### config.mk
export PLATFORM = sky130hd
export DESIGN_NAME = alu_issue_ctrl
export DESIGN_NICKNAME = d
export VERILOG_FILES = /design/src/rtl/alu_issue_ctrl.sv
export SDC_FILE = /design/constraint.sdc
export NUM_CORES = 1
export LEC_CHECK = 0
export CORE_ASPECT_RATIO = 1.1
export CORE_MARGIN = 5
export CORE_UTILIZATION = 42
export DETAILED_ROUTE_END_ITERATION = 8
export PLACE_DENSITY = 0.81
export SETUP_SLACK_MARGIN = 0.4
export SYNTH_ARGS = -nofsm -noshare
export SYNTH_HDL_FRONTEND = slang
export SYNTH_SLANG_ARGS = --single-unit
### constraint.sdc
create_clock -name clk -period 2.1 [get_ports clk]
set_clock_uncertainty 0.05 [all_clocks]
set_input_delay 0.42 -clock clk [delete_from_list [all_inputs] [get_ports clk]]
set_output_delay 0.42 -clock clk [all_outputs]
set_load 0.005 [all_outputs]
### src/rtl/alu_issue_ctrl.sv
// alu_issue_ctrl
//
// Execute-stage sequencer that sits in front of the 32-bit ALU. It accepts
// one op at a time from decode, drives registered operands and control into
// the ALU, waits an op-class-dependent settle time, and then captures the
// result and flags into a holding register for writeback.
//
// Ports
//   clk, reset_n                      clock, async active-low reset
//   in_valid / in_ready               decode handshake
//   in_a, in_b, in_op                 operands and op code from decode
//   alu_a, alu_b, alu_ctrl            registered operands/op code to the ALU
//   alu_out, alu_zero/ovf/carry       ALU result and flags
//   res_valid / res_ready             writeback handshake
//   res_data, res_zero/ovf/carry      captured result and flags
//   res_illegal                       captured op was not a defined code
//   busy                              state is not IDLE
//
// state | meaning
// ------+--------------------------------------------
// IDLE  | no op outstanding
// EXEC  | operands driven to ALU, settle counter running
// DONE  | result held for writeback

module alu_issue_ctrl #(
  parameter int WIDTH     = 32,
  parameter int LAT_ARITH = 2,
  parameter int LAT_LOGIC = 1,
  parameter int LAT_SHIFT = 3
) (
  input  logic             clk,
  input  logic             reset_n,
  input  logic             in_valid,
  output logic             in_ready,
  input  logic [WIDTH-1:0] in_a,
  input  logic [WIDTH-1:0] in_b,
  input  logic [3:0]       in_op,
  output logic [WIDTH-1:0] alu_a,
  output logic [WIDTH-1:0] alu_b,
  output logic [3:0]       alu_ctrl,
  input  logic [WIDTH-1:0] alu_out,
  input  logic             alu_zero,
  input  logic             alu_ovf,
  input  logic             alu_carry,
  output logic             res_valid,
  input  logic             res_ready,
  output logic [WIDTH-1:0] res_data,
  output logic             res_zero,
  output logic             res_ovf,
  output logic             res_carry,
  output logic             res_illegal,
  output logic             busy
);

  if (LAT_ARITH < 1 || LAT_ARITH > 16 ||
      LAT_LOGIC < 1 || LAT_LOGIC > 16 ||
      LAT_SHIFT < 1 || LAT_SHIFT > 16) begin : g_bad_latency
    $fatal(1, "alu_issue_ctrl: latency parameters must lie in 1..16");
  end

  // Counter is loaded with L-1 so that capture lands exactly L edges after
  // acceptance; L=16 therefore still fits in 4 bits.
  localparam logic [3:0] CNT_ARITH = 4'(LAT_ARITH - 1);
  localparam logic [3:0] CNT_LOGIC = 4'(LAT_LOGIC - 1);
  localparam logic [3:0] CNT_SHIFT = 4'(LAT_SHIFT - 1);

  typedef enum logic [1:0] {
    IDLE = 2'd0,
    EXEC = 2'd1,
    DONE = 2'd2
  } state_t;

  state_t           state_q, state_d;
  logic [3:0]       cnt_q, cnt_d;
  logic [WIDTH-1:0] alu_a_q, alu_a_d;
  logic [WIDTH-1:0] alu_b_q, alu_b_d;
  logic [3:0]       alu_ctrl_q, alu_ctrl_d;
  logic [WIDTH-1:0] res_data_q, res_data_d;
  logic             res_zero_q, res_zero_d;
  logic             res_ovf_q, res_ovf_d;
  logic             res_carry_q, res_carry_d;
  logic             res_illegal_q, res_illegal_d;
  logic             accept;

  function automatic logic op_legal(input logic [3:0] op);
    case (op)
      4'd0, 4'd1, 4'd2, 4'd3, 4'd5, 4'd6: op_legal = 1'b1;
      default:                            op_legal = 1'b0;
    endcase
  endfunction

  function automatic logic [3:0] op_cnt(input logic [3:0] op);
    case (op)
      4'd0, 4'd1, 4'd3: op_cnt = CNT_ARITH;
      4'd5, 4'd6:       op_cnt = CNT_SHIFT;
      default:          op_cnt = CNT_LOGIC;  // xor and every illegal code
    endcase
  endfunction

  // Combinational from res_ready so a held result and a new op can trade
  // places on the same edge.
  assign in_ready = reset_n && (state_q == IDLE || (state_q == DONE && res_ready));
  assign accept   = in_valid && in_ready;

  always_comb begin
    state_d       = state_q;
    cnt_d         = cnt_q;
    alu_a_d       = alu_a_q;
    alu_b_d       = alu_b_q;
    alu_ctrl_d    = alu_ctrl_q;
    res_data_d    = res_data_q;
    res_zero_d    = res_zero_q;
    res_ovf_d     = res_ovf_q;
    res_carry_d   = res_carry_q;
    res_illegal_d = res_illegal_q;

    case (state_q)
      IDLE: ;
      EXEC: begin
        if (cnt_q != 4'd0) begin
          cnt_d = cnt_q - 4'd1;
        end else begin
          state_d = DONE;
          if (op_legal(alu_ctrl_q)) begin
            res_data_d    = alu_out;
            res_zero_d    = alu_zero;
            res_ovf_d     = alu_ovf;
            res_carry_d   = alu_carry;
            res_illegal_d = 1'b0;
          end else begin
            res_data_d    = '0;
            res_zero_d    = 1'b0;
            res_ovf_d     = 1'b0;
            res_carry_d   = 1'b0;
            res_illegal_d = 1'b1;
          end
        end
      end
      DONE: begin
        if (res_ready) state_d = IDLE;
      end
      default: state_d = IDLE;
    endcase

    // Acceptance is only possible from IDLE or a consumed DONE, so it simply
    // overrides whatever the case above chose.
    if (accept) begin
      state_d    = EXEC;
      cnt_d      = op_cnt(in_op);
      alu_a_d    = in_a;
      alu_b_d    = in_b;
      alu_ctrl_d = in_op;
    end
  end

  always_ff @(posedge clk or negedge reset_n) begin
    if (!reset_n) begin
      state_q       <= IDLE;
      cnt_q         <= 4'd0;
      alu_a_q       <= '0;
      alu_b_q       <= '0;
      alu_ctrl_q    <= 4'd0;
      res_data_q    <= '0;
      res_zero_q    <= 1'b0;
      res_ovf_q     <= 1'b0;
      res_carry_q   <= 1'b0;
      res_illegal_q <= 1'b0;
    end else begin
      state_q       <= state_d;
      cnt_q         <= cnt_d;
      alu_a_q       <= alu_a_d;
      alu_b_q       <= alu_b_d;
      alu_ctrl_q    <= alu_ctrl_d;
      res_data_q    <= res_data_d;
      res_zero_q    <= res_zero_d;
      res_ovf_q     <= res_ovf_d;
      res_carry_q   <= res_carry_d;
      res_illegal_q <= res_illegal_d;
    end
  end

  assign alu_a       = alu_a_q;
  assign alu_b       = alu_b_q;
  assign alu_ctrl    = alu_ctrl_q;
  assign res_valid   = (state_q == DONE);
  assign res_data    = res_data_q;
  assign res_zero    = res_zero_q;
  assign res_ovf     = res_ovf_q;
  assign res_carry   = res_carry_q;
  assign res_illegal = res_illegal_q;
  assign busy        = (state_q != IDLE);

endmodule

Word-level counts from Yosys, hierarchy flattened

Index checks and enable logic that the tools add are counted.

Register bits after elaboration: 110
Bits in latches: 0
Memory bits (writable): 0
ROM bits: 0
Input port bits: 107
Memories kept: 0

$add $sub $neg: 1
Multiply operators: 0
Div/mod/pow operators: 0
$lt $le $gt $ge: 0
Eq/ne operators: 14
Shift operators: 0
Multiplexer cells: 16
Bitwise operators: 1
Reductions and logical operators: 17

Operators with widths:

| operator                                         | number |
|---|---|
| two-way mux 32 bit                               | 1 |
| == test 4 x 3 -> 1 bit, second input constant    | 4 |
| == test 4 x 2 -> 1 bit, second input constant    | 3 |
| two-way mux 4 bit                                | 3 |
| == test 4 x 1 -> 1 bit, second input constant    | 2 |
| zero test 4 bit                                  | 2 |
| two-way mux 1 bit                                | 7 |
| two-way mux 2 bit                                | 3 |
| case mux 2 bit (3 select lines)                  | 1 |
| nonzero test 2 bit                               | 3 |
| OR reduction 6 bit                               | 1 |
| case mux 2 bit (2 select lines)                  | 1 |
| AND reduction 2 bit                              | 2 |
| nonzero test 4 bit                               | 1 |
| subtractor 4 x 1 -> 4 bit, second input constant | 1 |
| logical AND 1 bit                                | 3 |
| != test 3 x 1 -> 1 bit, second input constant    | 1 |
| != test 3 bit, second input constant             | 1 |
| AND reduction 3 bit                              | 1 |
| OR reduction 3 bit                               | 1 |
| == test 2 x 1 -> 1 bit, second input constant    | 1 |
| == test 2 bit, second input constant             | 1 |
| zero test 2 bit                                  | 1 |
| != test 2 bit, second input constant             | 1 |
| 3 further kinds                                  | 3 |

Logic depth before layout (Yosys ltp)

Word-level depth: 7
Mapped depth: 7
Depth with buffers taken out: 5

Least setup slack after synthesis

OpenSTA, ideal clock, no wires.

Path kind: register to register
From: register state_q[0]
To: register alu_a_q[0], in the netlist alu_a[0]
Setup time: 0.125 ns
Arrival: 1.484 ns
Data required time: 1.925 ns
Path slack: 0.441 ns
Stages on the path, launching flop included: 6
Path buffers: 2
Period minus slack after synthesis: 1.659 ns
Path through: dfrtp_1 nand2b_4 or3_4 buf_8 buf_12 mux2_4

Cells in the longest elaborated chain, start to end: 5
Elaborated cells on any way between the ends: 6

Ends and longest elaborated chain:

| what                   | line | RTL |
|---|---|---|
| start, declared        | 73   | `state_t state_q, state_d;` |
| start signal, assigned | 169  | `state_q <= state_d;` |
| == test 2 bit          | 102  | `assign in_ready = reset_n && (state_q == IDLE \|\| (state_q == DONE && res_ready));` |
| logical AND 1 bit      | 102  |  |
| logical OR 1 bit *     | 102  |  |
| logical AND 1 bit *    | 102  |  |
| logical AND 1 bit *    | 103  | `assign accept = in_valid && in_ready;` |
| end signal, assigned   | 171  | `alu_a_q <= alu_a_d;` |
| end, declared          | 75   | `logic [WIDTH-1:0] alu_a_q, alu_a_d;` |

Mark *: on every way between the ends. The rest lies on a longest branch, timed or not.
A chain may end at the register's enable or synchronous reset.

Final worst setup path

From: register state_q[0]
To: output port in_ready

Cells in the longest elaborated chain, start to end: 4
Elaborated cells on any way between the ends: 5

Ends and longest elaborated chain:

| what                | line | RTL |
|---|---|---|
| == test 2 bit       | 102  |  |
| logical AND 1 bit   | 102  |  |
| logical OR 1 bit *  | 102  |  |
| logical AND 1 bit * | 102  |  |
| end, declared       | 34   | `output logic in_ready,` |

Marked as above.

==> results by group <==
Run status
  • Status: completed

Finish
  • Fin area: 7970 sq um
  • Share of layout cells above drive strength 1: 0.289
  • NumNets Final: a little under 700
  • Fin cells: slightly above 700
  • Most common cell after layout, fill and taps aside: clkdlybuf4s50_1
  • Commonest non-fill, non-tap cells in the layout: clkdlybuf4s50_1 (124), dfrtp_1 (109), mux2_4 (67), dlymetal6s2s_1 (54), buf_4 (43)
  • Final core utilization: 0.727
  • Fillers: ~710
  • N_diodes: 0
  • Area Growth Syn to Fin: 68.9%

Route
  • Vias per cell: just over 5
  • Drt first pass iters: 4
  • Antenna Nets Post-Route: 0
  • Routed WL: about 15 mm
  • DR DRC count: 0
  • Routed wire length per instance: 20.4 um
  • Total number of vias: 3675
  • Initial DRC count: 110

Timing
  • Final number of max-transition violations: 0
  • Final min period: approximately 1900 ps
  • Final Cycle Share: 0.885
  • Worst rel slew slack: 0.592
  • Worst slew pin tran: a little over 600 ps
  • Setup violations, final: 0
  • Achievable Freq: about 0.54 GHz
  • Final Hold Viols: 0
  • Unrepaired setup endpoints after global routing: yes

Synth
  • Avg Cell Area, Syn: 15.2 sq um
  • Syn_nets: around 420
  • Register bit count reported by yosys: 110
  • Post-synth cell types: 35
  • Area of the mapped netlist: about 4700 sq um
  • Proportion of synthesized chip area in sequential cells: 0.583
  • Yosys warning total: 0
  • Synth Instances: between 300 and 400

Worst setup path
  • Crit-path max cell delay: roughly 400 ps
  • Req. time, crit path: 1630 ps
  • Critical Path Slowest Stage Cell: dfrtp_1
  • Reg2reg path depth: 5
  • Reg2Reg Setup Slack: approximately 260 ps
  • Critical path, cell by cell: buf_6, nand2b_4, nor2_2, dlygate4sd2_1
  • Worst setup SP type: register
  • CP startpoint: state_q[0]
  • CP max FO: 5
  • Origin of the critical flop-to-flop path: state_q[0]
  • Worst EP arrival: 1390 ps
  • WS Path Type: reg2out
  • Critical R2R Capture: alu_b[22]
  • Crit. End Element: output port

GRT
  • Met2 Use GR: 0.333
  • First-pass GRT wire length: 21.3 mm
  • Most Crowded Layer GR: met2
  • Met1 Use GR: 0.246
  • GRT Util Overall: 0.198
  • Largest net degree at the start of global routing: about 110
  • Gr ovfl total: 0
  • Vias in the first global route: ~3900
  • GR Util met3: 0.0589
  • Initial antenna violation count: 0

Clock tree
  • Worst-skew pair later-pin latency: about 340 ps
  • CTS Buf Count: 9
  • Clk root buf: clkbuf_16
  • Clock Pin Slew Worst Setup and Hold Paths: 70 ps
  • Clock sink count: 110
  • CTS Hold Bufs: 0
  • CTS tree: yes
  • Max Root-Sink Buffers: 2
  • H-tree depth: 3

Place
  • Gpl congestion: ~0.8
  • PortBufs: between 200 and 250
  • Placed wire-length estimate: 9.29 mm
  • Dpl cells: ~660
  • Placed Area: 7000 sq um

Flow run
  • Max Cap Violations: 0

Die
  • Cell Rows: 40
  • Full die area: roughly 13000 sq um
  • Ports: ~210
  • DIE WIDTH: 111 um
  • Core Area: 11000 sq um
  • Die H: approximately 120 um
  • Initial Utilization: 0.431

Power and ir drop
  • VDD IR max: around 770 uV
  • Power Dens Cells: about 1300 nW/um^2
  • LEAKAGE: roughly 4.3 nW
  • Overall power: ~11 mW

Hold path
  • Min-delay worst type: in2async
[metrics by stage]
stage | setup slack, ps | setup TNS (ps) | hold slack [ps]
finish | 241 | 0 | 127
global route | 200 | 0 | 194
CTS | 204 | 0 | 176
detailed placement | -62.2 | -620 | 423
global placement | -43.5 | -43.5 | 419
floorplan | 441 | 0 | 74.4
[layout make-up]
cell class	count	area, sq um	share of cell area
Timing Repair Buffer	275	2920	0.366
Sequential cell	110	2750	0.346
Multi-Input combinational cell	174	1830	0.230
Clock buffer	11	243	0.0305
Tap cell	147	184	0.0231
Clock inverter	4	23.8	0.00298
Inverter	4	15.0	0.00188
[worst max-delay path by stage]
stage / endpoint / slack [ps] / cells after the start
2_1_floorplan: alu_a[0] / 440 / 5
3_3_place_gp: in_ready / -40 / 4
3_5_place_dp: in_ready / -60 / 4
4_1_cts: in_ready / 200 / 4
5_1_grt: in_ready / 200 / 4
6_report: in_ready / 240 / 4
[power breakdown]
part | total, mW | leakage, nW | switching (mW) | internal (mW)
Combinational | 5.52 | 2.76 | 2.01 | 3.52
Clock | 1.57 | 0.135 | 0.744 | 0.828
Sequential | 3.61 | 1.35 | 0.556 | 3.06
[what timing repair did]
action,4_1_cts,5_1_grt
gates cloned,2,6
pin swaps,2,8
endpoints found under the setup margin,134,167
buffers inserted,14,29
resized for setup,54,74
[registers in the layout, summed over array words and instances (netlist names)]
name,cells
alu_a,32
res_ovf,1
alu_ctrl,4
cnt_q,4
state_q,2
res_data,32
res_zero,1
res_illegal,1
res_carry,1
alu_b,32
[layer usage]
layer,wire length (um),vias to the layer above
met1,6100,1818
met2,7260,177
met4,317,0
met3,1100,24
met5,0,-
li1,-,1656
[synth_stat cells, drive strengths merged]
| master | n | area [sq um] |
|---|---|---|
| o2bb2ai | 35 | 307 |
| nor4b | 1 | 8.76 |
| nor2 | 2 | 7.51 |
| a21o | 1 | 7.51 |
| or4 | 1 | 7.51 |
| buf | 14 | 173 |
| nand3 | 35 | 175 |
| nor3b | 1 | 12.5 |
| inv | 4 | 15.0 |
| a21boi | 2 | 15.0 |
| clkbuf | 9 | 33.8 |
| xnor2 | 1 | 8.76 |
| mux2 | 69 | 1020 |
| xor2 | 1 | 8.76 |
| or3 | 4 | 30.0 |
| nand2 | 1 | 3.75 |
| dfrtp | 110 | 2750 |
| ha | 1 | 12.5 |
| o21a | 1 | 7.51 |
| o21ai | 5 | 25.0 |
| a31oi | 2 | 12.5 |
| a2111oi | 2 | 17.5 |
| nand2b | 4 | 32.5 |
| nor2b | 3 | 18.8 |
| or2 | 1 | 6.26 |
[cell families after synthesis]
logic type	share of synthesized area
adder cells (fa/ha/maj)	0.00265
XOR/XNOR	0.00371
AO/OA/AOI/OAI	0.0830
flip-flops	0.583
buffers and inverters	0.0469
AND/OR/NAND/NOR	0.0642
multiplexers	0.216
[worst max-delay path, delay by kind of cell, from the launching register on]
family / cells / cell delay, ps
buffers and inverters: 2 / 380
AND/OR/NAND/NOR: 2 / 280
flip-flops: 1 / 400
Power figures use the tool's default switching activity.
